**src/rtl/trap_ctrl.sv**
```systemverilog
// Machine-mode interrupt/trap sequencer: owns mtime/mtimecmp, synchronises ext_irq, and drives trap/redirect strobes.
// Optional macro SW_IRQ_EN adds the msip software-interrupt source (MEI > MSI > MTI).
module trap_ctrl #(
  parameter logic [31:0] MTVEC_ADDR = 32'h0000_0100,
  parameter int unsigned TIMER_DIV  = 1
) (
  input  logic        clk,
  input  logic        rst,
  input  logic        ext_irq,
`ifdef SW_IRQ_EN
  input  logic        msip,
`endif
  input  logic        mstatus_mie,
  input  logic [31:0] mie,
  input  logic [31:0] epc,
  input  logic [31:0] pc_ex,
  input  logic        inst_valid,
  input  logic        is_mret,
  input  logic        cmp_wr,
  input  logic [31:0] cmp_wdata,
  output logic        trap,
  output logic [31:0] trap_pc,
  output logic [31:0] mcause,
  output logic [31:0] mip,
  output logic        redirect,
  output logic [31:0] redirect_pc,
  output logic        mie_clr,
  output logic        mie_set,
  output logic [31:0] mtime
);

  typedef enum logic [1:0] {
    ST_IDLE    = 2'd0,
    ST_TRAP    = 2'd1,
    ST_HANDLER = 2'd2,
    ST_RETURN  = 2'd3
  } state_e;

  localparam logic [15:0] DIV_LAST  = 16'(TIMER_DIV - 1);
  localparam logic [31:0] CAUSE_MEI = 32'h8000_000B;
  localparam logic [31:0] CAUSE_MSI = 32'h8000_0003;
  localparam logic [31:0] CAUSE_MTI = 32'h8000_0007;

  state_e      state_q, state_d;
  logic [15:0] presc_q, presc_d;
  logic [31:0] mtime_q, mtime_d;
  logic [31:0] mtimecmp_q, mtimecmp_d;
  logic        sync1_q, sync2_q;
  logic        trap_q, trap_d;
  logic        redirect_q, redirect_d;
  logic        mie_clr_q, mie_clr_d;
  logic        mie_set_q, mie_set_d;
  logic [31:0] trap_pc_q, trap_pc_d;
  logic [31:0] mcause_q, mcause_d;
  logic [31:0] redirect_pc_q, redirect_pc_d;

  logic        meip, mtip, msip_p;
  logic        mei_en, msi_en, mti_en;
  logic        take;
  logic [31:0] cause;
  logic        unused_mie;

`ifdef SW_IRQ_EN
  assign msip_p = msip;
`else
  assign msip_p = 1'b0;
`endif

  assign unused_mie = ^{mie[31:12], mie[10:8], mie[6:0]};

  assign meip   = sync2_q;
  assign mtip   = (mtime_q >= mtimecmp_q);
  assign mei_en = meip & mie[11];
  assign msi_en = msip_p & mie[3];
  assign mti_en = mtip & mie[7];

  // Boundary check: mret never serves as an interrupt boundary.
  assign take = (state_q == ST_IDLE) & inst_valid & ~is_mret & mstatus_mie
              & (mei_en | msi_en | mti_en);

  always_comb begin
    cause = CAUSE_MTI;
    if (mei_en) begin
      cause = CAUSE_MEI;
    end else if (msi_en) begin
      cause = CAUSE_MSI;
    end
  end

  always_comb begin
    presc_d    = presc_q + 16'd1;
    mtime_d    = mtime_q;
    mtimecmp_d = mtimecmp_q;
    if (presc_q == DIV_LAST) begin
      presc_d = 16'd0;
      mtime_d = mtime_q + 32'd1;
    end
    if (cmp_wr) begin
      mtimecmp_d = cmp_wdata;
    end
  end

  // Strobes are computed one cycle ahead so they coincide with TRAP/RETURN.
  always_comb begin
    state_d       = state_q;
    trap_d        = 1'b0;
    redirect_d    = 1'b0;
    mie_clr_d     = 1'b0;
    mie_set_d     = 1'b0;
    trap_pc_d     = trap_pc_q;
    mcause_d      = mcause_q;
    redirect_pc_d = redirect_pc_q;
    unique case (state_q)
      ST_IDLE: begin
        if (take) begin
          state_d       = ST_TRAP;
          trap_d        = 1'b1;
          redirect_d    = 1'b1;
          mie_clr_d     = 1'b1;
          trap_pc_d     = pc_ex;
          mcause_d      = cause;
          redirect_pc_d = MTVEC_ADDR;
        end
      end
      ST_TRAP: begin
        state_d = ST_HANDLER;
      end
      ST_HANDLER: begin
        if (inst_valid && is_mret) begin
          state_d       = ST_RETURN;
          redirect_d    = 1'b1;
          mie_set_d     = 1'b1;
          redirect_pc_d = epc;
        end
      end
      ST_RETURN: begin
        state_d = ST_IDLE;
      end
      default: begin
        state_d = ST_IDLE;
      end
    endcase
  end

  always_ff @(posedge clk) begin
    if (!rst) begin
      state_q       <= ST_IDLE;
      presc_q       <= 16'd0;
      mtime_q       <= 32'd0;
      mtimecmp_q    <= 32'hFFFF_FFFF;
      sync1_q       <= 1'b0;
      sync2_q       <= 1'b0;
      trap_q        <= 1'b0;
      redirect_q    <= 1'b0;
      mie_clr_q     <= 1'b0;
      mie_set_q     <= 1'b0;
      trap_pc_q     <= 32'd0;
      mcause_q      <= 32'd0;
      redirect_pc_q <= 32'd0;
    end else begin
      state_q       <= state_d;
      presc_q       <= presc_d;
      mtime_q       <= mtime_d;
      mtimecmp_q    <= mtimecmp_d;
      sync1_q       <= ext_irq;
      sync2_q       <= sync1_q;
      trap_q        <= trap_d;
      redirect_q    <= redirect_d;
      mie_clr_q     <= mie_clr_d;
      mie_set_q     <= mie_set_d;
      trap_pc_q     <= trap_pc_d;
      mcause_q      <= mcause_d;
      redirect_pc_q <= redirect_pc_d;
    end
  end

  assign trap        = trap_q;
  assign redirect    = redirect_q;
  assign mie_clr     = mie_clr_q;
  assign mie_set     = mie_set_q;
  assign trap_pc     = trap_pc_q;
  assign mcause      = mcause_q;
  assign redirect_pc = redirect_pc_q;
  assign mtime       = mtime_q;
  assign mip         = {20'd0, meip, 3'd0, mtip, 3'd0, msip_p, 3'd0};

endmodule

```
**config.mk**
```make
export PLATFORM = sky130hd
export DESIGN_NAME = trap_ctrl
export DESIGN_NICKNAME = d
export VERILOG_FILES = /design/src/rtl/trap_ctrl.sv
export SDC_FILE = /design/constraint.sdc
export NUM_CORES = 1
export LEC_CHECK = 0
export BUFFER_PORTS_ARGS = -buffer_cell sky130_fd_sc_hd__buf_2
export CORE_ASPECT_RATIO = 1.1
export CORE_MARGIN = 5
export CORE_UTILIZATION = 44
export DETAILED_ROUTE_END_ITERATION = 16
export PLACE_DENSITY = 0.79
export SYNTH_ARGS = -nofsm -noshare
export SYNTH_HDL_FRONTEND = slang
export SYNTH_SLANG_ARGS = --single-unit
```
**constraint.sdc**
```tcl
create_clock -name clk -period 2.5 [get_ports clk]
set_clock_uncertainty 0.05 [all_clocks]
set_input_delay 0.125 -clock clk [delete_from_list [all_inputs] [get_ports clk]]
set_output_delay 0.125 -clock clk [all_outputs]
set_load 0.01 [all_outputs]
```
Yosys cells after proc, flatten, opt, wreduce, memory -nomap -nowiden
Index checks and enable logic that the tools add are counted.
{ "totals": {"output_inout_bits": 164, "word_cells": 49, "register_bits": 183, "inputBits": 135} }
{ "op_classes": {"n_addsub": 2, "order_cmp": 1, "eq_ne": 5, "muxes": 10, "reduce_logical": 10, "n_bitwise": 9} }
{ "ops": {"columns": ["op", "n"], "rows": [
  ["32-bit two-way mux", 2],
  ["32-bit one-hot mux with 2 select lines", 1],
  ["32-bit by 1-bit adder with 32-bit output, second input constant", 1],
  ["32-bit greater-or-equal comparator", 1],
  ["16-bit by 1-bit adder with 16-bit output, second input constant", 1],
  ["16-bit logical NOT", 1],
  ["2-bit one-hot mux with 4 select lines", 1],
  ["2-bit AND reduction", 4],
  ["1-bit AND", 6],
  ["2-bit equality test, second input constant", 2],
  ["2-bit two-way mux", 2],
  ["4-bit two-way mux", 1],
  ["2-bit inequality test, second input constant", 2],
  ["3-bit AND reduction", 1],
  ["2-bit by 1-bit equality test with 1-bit output, second input constant", 1],
  ["2-bit logical NOT", 1],
  ["1-bit two-way mux", 2],
  ["1-bit inverter", 2],
  ["1-bit one-hot mux with 2 select lines", 1],
  ["2-bit nonzero test", 1],
  ["2-bit OR reduction", 1],
  ["1-bit logical AND", 1],
  ["1-bit bitwise OR", 1]
]} }

Depth between registers and ports, before layout
{ "logic_depth": {"word_depth": 7, "mapped_depth": 11, "ltp_nobuf": 9} }

Worst setup path before layout
No wires, ideal clock.
{ "synth_timing": {"path_kind": "flip-flop to flip-flop", "start": "reg mtime_q[0], in the netlist mtime[0]", "end": "reg redirect_q, in the netlist redirect", "required_time_ns": 2.327, "arrival_time_ns": 2.368, "slack_ns": -0.042, "period_less_slack_ns": 2.542, "path_stages_with_launch": 11, "path_buffers": 1, "path_cell_list": "dfxtp_1 -> inv_1 -> ha_1 -> nand2b_1 -> a2111o_1 -> o2111ai_1 -> a31oi_1 -> o21ai_0 -> buf_2 -> nor2_1 -> or2_2"} }
{ "synth_between": {"elab_chain_len": 6} }
{ "synth_rtl": {"columns": ["item", "line", "rtl"], "rows": [
  ["start: declaration", "46", "logic [31:0] mtime_q, mtime_d;"],
  ["start signal: assignment", "163", "mtime_q <= mtime_d;"],
  ["32-bit greater-or-equal comparator", "72", "assign mtip = (mtime_q >= mtimecmp_q);"],
  ["1-bit AND", "75", "assign mti_en = mtip & mie[7];"],
  ["1-bit bitwise OR", "79", "& (mei_en | msi_en | mti_en);"],
  ["1-bit AND", "79", null],
  ["1-bit two-way mux", "115", "if (take) begin"],
  ["1-bit one-hot mux with 2 select lines", "113", "unique case (state_q)"],
  ["end signal: assignment", "168", "redirect_q <= redirect_d;"],
  ["end: declaration", "50", "logic redirect_q, redirect_d;"]
]} }
No other way between the ends.
A chain may end at the register's enable or synchronous reset.

Final worst setup path
{ "layout_timing": {"start": "reg mtimecmp_q[30]", "end": "reg redirect_pc_q[6], in the netlist redirect_pc[6]"} }
{ "layout_between": {"elab_chain_len": 6} }
{ "layout_rtl": {"columns": ["item", "line", "rtl"], "rows": [
  ["start: declaration", "47", "logic [31:0] mtimecmp_q, mtimecmp_d;"],
  ["start signal: assignment", "164", "mtimecmp_q <= mtimecmp_d;"],
  ["32-bit greater-or-equal comparator", "72", null],
  ["1-bit AND", "75", null],
  ["1-bit bitwise OR", "79", null],
  ["1-bit AND", "79", null],
  ["2-bit inequality test (no source line)", null, null],
  ["3-bit AND reduction (no source line)", null, null],
  ["end signal: assignment", "173", "redirect_pc_q <= redirect_pc_d;"],
  ["end: declaration", "55", "logic [31:0] redirect_pc_q, redirect_pc_d;"]
]} }
No other way between the ends.

==> metrics.csv <==
metric,value,unit
leakage,0.00515,uW
final_common_cell,buf_2,
relSlewSlack,51.8,%
num-fill-cells,1113,
holdPathStages,4,
cp_max_fo,8,
r2r_end,redirect_pc[6]$_SDFFE_PN0P_,
gp_congestion,0.832,
slew_viol_final,0,
vdd_drop_max,0.470,mV
yosys_warnings,0,
dpl.cell_count,1274,
tightest_slew,0.723,ns
clock-sinks,154,
root_buffer,clkbuf_16,
hpwlAfterDp,13700,um
netlist_area,7310,sq um
drc,0,
ys_ff_latch,154,
period_needed,2.90,ns
crit_type,flop to flop,
die_w,133,um
fin_total_pwr,5840,uW
required,2.78,ns
r2r_start,mtimecmp_q[30]$_SDFFE_PN1P_,
coreArea,16400,sq um
initial_core_util,44.7,%
syn_to_final_growth,54.3,%
drt_iter0_markers,364,
dieArea,19300,sq um
grt_pass1_wl,35100,um
cp-end-kind,flop,
hold_end,mcause[3]$_SDFFE_PN0P_,
routed_wl,23900,um
synthesis.instances,852,
cts_inserted_buffers,17,
ant_nets,0,
layout-drive-gt1-share,37.7,%
cts_max_level,4,
p_per_area,517,nW/um^2
clock_latency,0.42,ns
setup_viol,69,
path_clk_slew,0.06,ns
antenna_found_initial,2,
hold_class,primary input to flop,
layout_common_cells,"209 x buf_2, 133 x dfxtp_1, 128 x nand2_1, 99 x dlygate4sd3_1, 67 x buf_4",
period_share,116,%
rsz0062_at_grt,true,
multi_input_area,4140,sq um
violations,negative setup slack,
cts_tree,yes,
num_vias,7334,
final_nets,1389,
syn_avg_cell_area,8.58,sq um
worstSetupStartpointType,flop,
overflow,0,
worst_r2r_path_depth,13,
max_freq,345,MHz
drv_cap,0,
seq_area_frac_synth,42.2,%
port_buffers,211,
wl_per_cell,16.6,um
ys_types,49,
grt_max_degree,59,
cp.arrival,3.18,ns
drt_first_pass_iters,5,
final.setup.worst_slack,-0.400,ns
stdcell_count,1436,
seq_area,3110,sq um
hold_violations,0,
min_from,mie[7],
avgViaCountPerCell,5.11,
die-height,145,um
grt_usage,22.1,%
io_pins,299,
ff2ff_setup_slack,-0.40,ns
clk_path_buf_depth,2,
rows,49,
status,"complete, but fails checks",
grt_pass1_vias,7166,
-- what timing repair did --
item,in CTS,in global routing
endpoints found under the hold margin,97,1
buffers inserted,11,17
resized for setup,53,130
endpoints found under the setup margin,68,78
cloned,6,4
hold buffers,98,1
pin swaps,17,53
-- layer usage --
metal / share of wire [%] / vias to the layer above / track usage (%)
met4: 3.9 / 0 / 9.41
met3: 5.8 / 68 / 5.54
li1: - / 3507 / -
met5: 0 / - / 0
met1: 38 / 3471 / 24.0
met2: 52 / 288 / 40.7
-- per-stage QoR --
stage / TNS, ns / worst slack [ns] / area (sq um) / utilization (%) / hold slack, ns
floorplan: 0 / 0.00676 / 7520 / - / 0.202
global placement: -0.549 / -0.0226 / 8670 / 53.0 / 0.290
detailed placement: -5.48 / -0.132 / 8670 / 53.0 / 0.295
CTS: -5.57 / -0.213 / 10700 / 65.5 / 0.00480
global route: -20.81 / -0.490 / 11300 / 68.9 / 0.0778
finish: -14.63 / -0.400 / 11300 / 68.9 / 0.0675
-- power by group --
group	internal, uW	leakage [uW]	switching [uW]
sequential	2500	0.00125	17.7
combinational	280	0.00359	293
clock	1700	0.000302	1040
-- cells by family after synthesis --
| logic type | synth area share, % |
|---|---|
| compound gates | 9.86 |
| xor+xnor | 4.55 |
| fa+ha+maj | 6.33 |
| buf+inv | 11.6 |
| flops | 42.2 |
| mux | 4.65 |
| other cells | 0.0513 |
| simple gates | 20.8 |
-- layout make-up --
class | count | area share [%]
clock buffer | 18 | 3.89
sequential | 154 | 27.6
antenna | 2 | 0.0444
inverter | 46 | 1.53
tap | 204 | 2.26
clock inverter | 14 | 1.74
multi-input combinational | 599 | 36.7
timing repair buffer | 399 | 26.3
-- flip-flops by register name, summed over array words and instances, names as in the netlist --
signal	count
state_q	2
sync1_q	1
trap_pc	32
mie_set	1
presc_q	16
meip	1
redirect	1
mcause	3
mtime	32
mtimecmp_q	32
redirect_pc	32
mie_clr	1
-- worst max-delay path: stages (launching register included) --
cell and delay, ns:
dfxtp_2 0.32, inv_2 0.04, ha_4 0.27, nand4_1 0.17
nor4_2 0.40, buf_4 0.18, nand4_1 0.09, a31oi_2 0.23
nor3_2 0.08, buf_4 0.14, a311oi_4 0.29, buf_6 0.18
buf_16 0.14, mux2i_2 0.23
-- cell usage after synthesis, drive strengths merged --
cell type  number  area, sq um
nand2         130          488
and2            6         40.0
dfxtp         154         3080
nor2           46          173
nand4b          2         17.5
and4            4         35.0
a31oi           1         6.26
a22oi           1         7.51
a311oi          1         26.3
clkinv          1         3.75
o2111ai         1         8.76
and3            8         50.1
a31o            1         8.76
nand3          81          418
nor3            9         50.1
nand4          14         93.8
or3             9         56.3
ha             37          463
xor2           26          228
conb            1         3.75
a211oi          2         15.0
or2             2         12.5
a2111o          1         11.3
a21oi          22          110
o211ai         31          233
buf            74          544
a21o            4         30.0
o31a            1         8.76
inv            45          169
o21ai          46          230
o21a            2         15.0
nor4b           1         15.0
xnor2          12          105
nor4            5         65.1
mux2i          34          340
nand2b          1         6.26
a221o           1         10.0
clkbuf         35          131
-- worst max-delay path by stage --
stage | to | slack (ns) | start
6_report | redirect_pc[6]$_SDFFE_PN0P_ | -0.40 | mtimecmp_q[30]$_SDFFE_PN1P_
5_1_grt | redirect_pc[16]$_SDFFE_PN0P_ | -0.49 | mtimecmp_q[30]$_SDFFE_PN1P_
4_1_cts | redirect_pc[1]$_SDFFE_PN0P_ | -0.21 | mtimecmp_q[24]$_SDFFE_PN1P_
3_5_place_dp | redirect_pc[3]$_SDFFE_PN0P_ | -0.13 | mtimecmp_q[13]$_SDFFE_PN1P_
3_3_place_gp | redirect_pc[24]$_SDFFE_PN0P_ | -0.02 | mtimecmp_q[14]$_SDFFE_PN1P_
2_1_floorplan | redirect_pc[8]$_SDFFE_PN0P_ | 0.007 | mtime[0]$_SDFFE_PN0P_
Note: power is estimated with default switching activity, not from simulation.
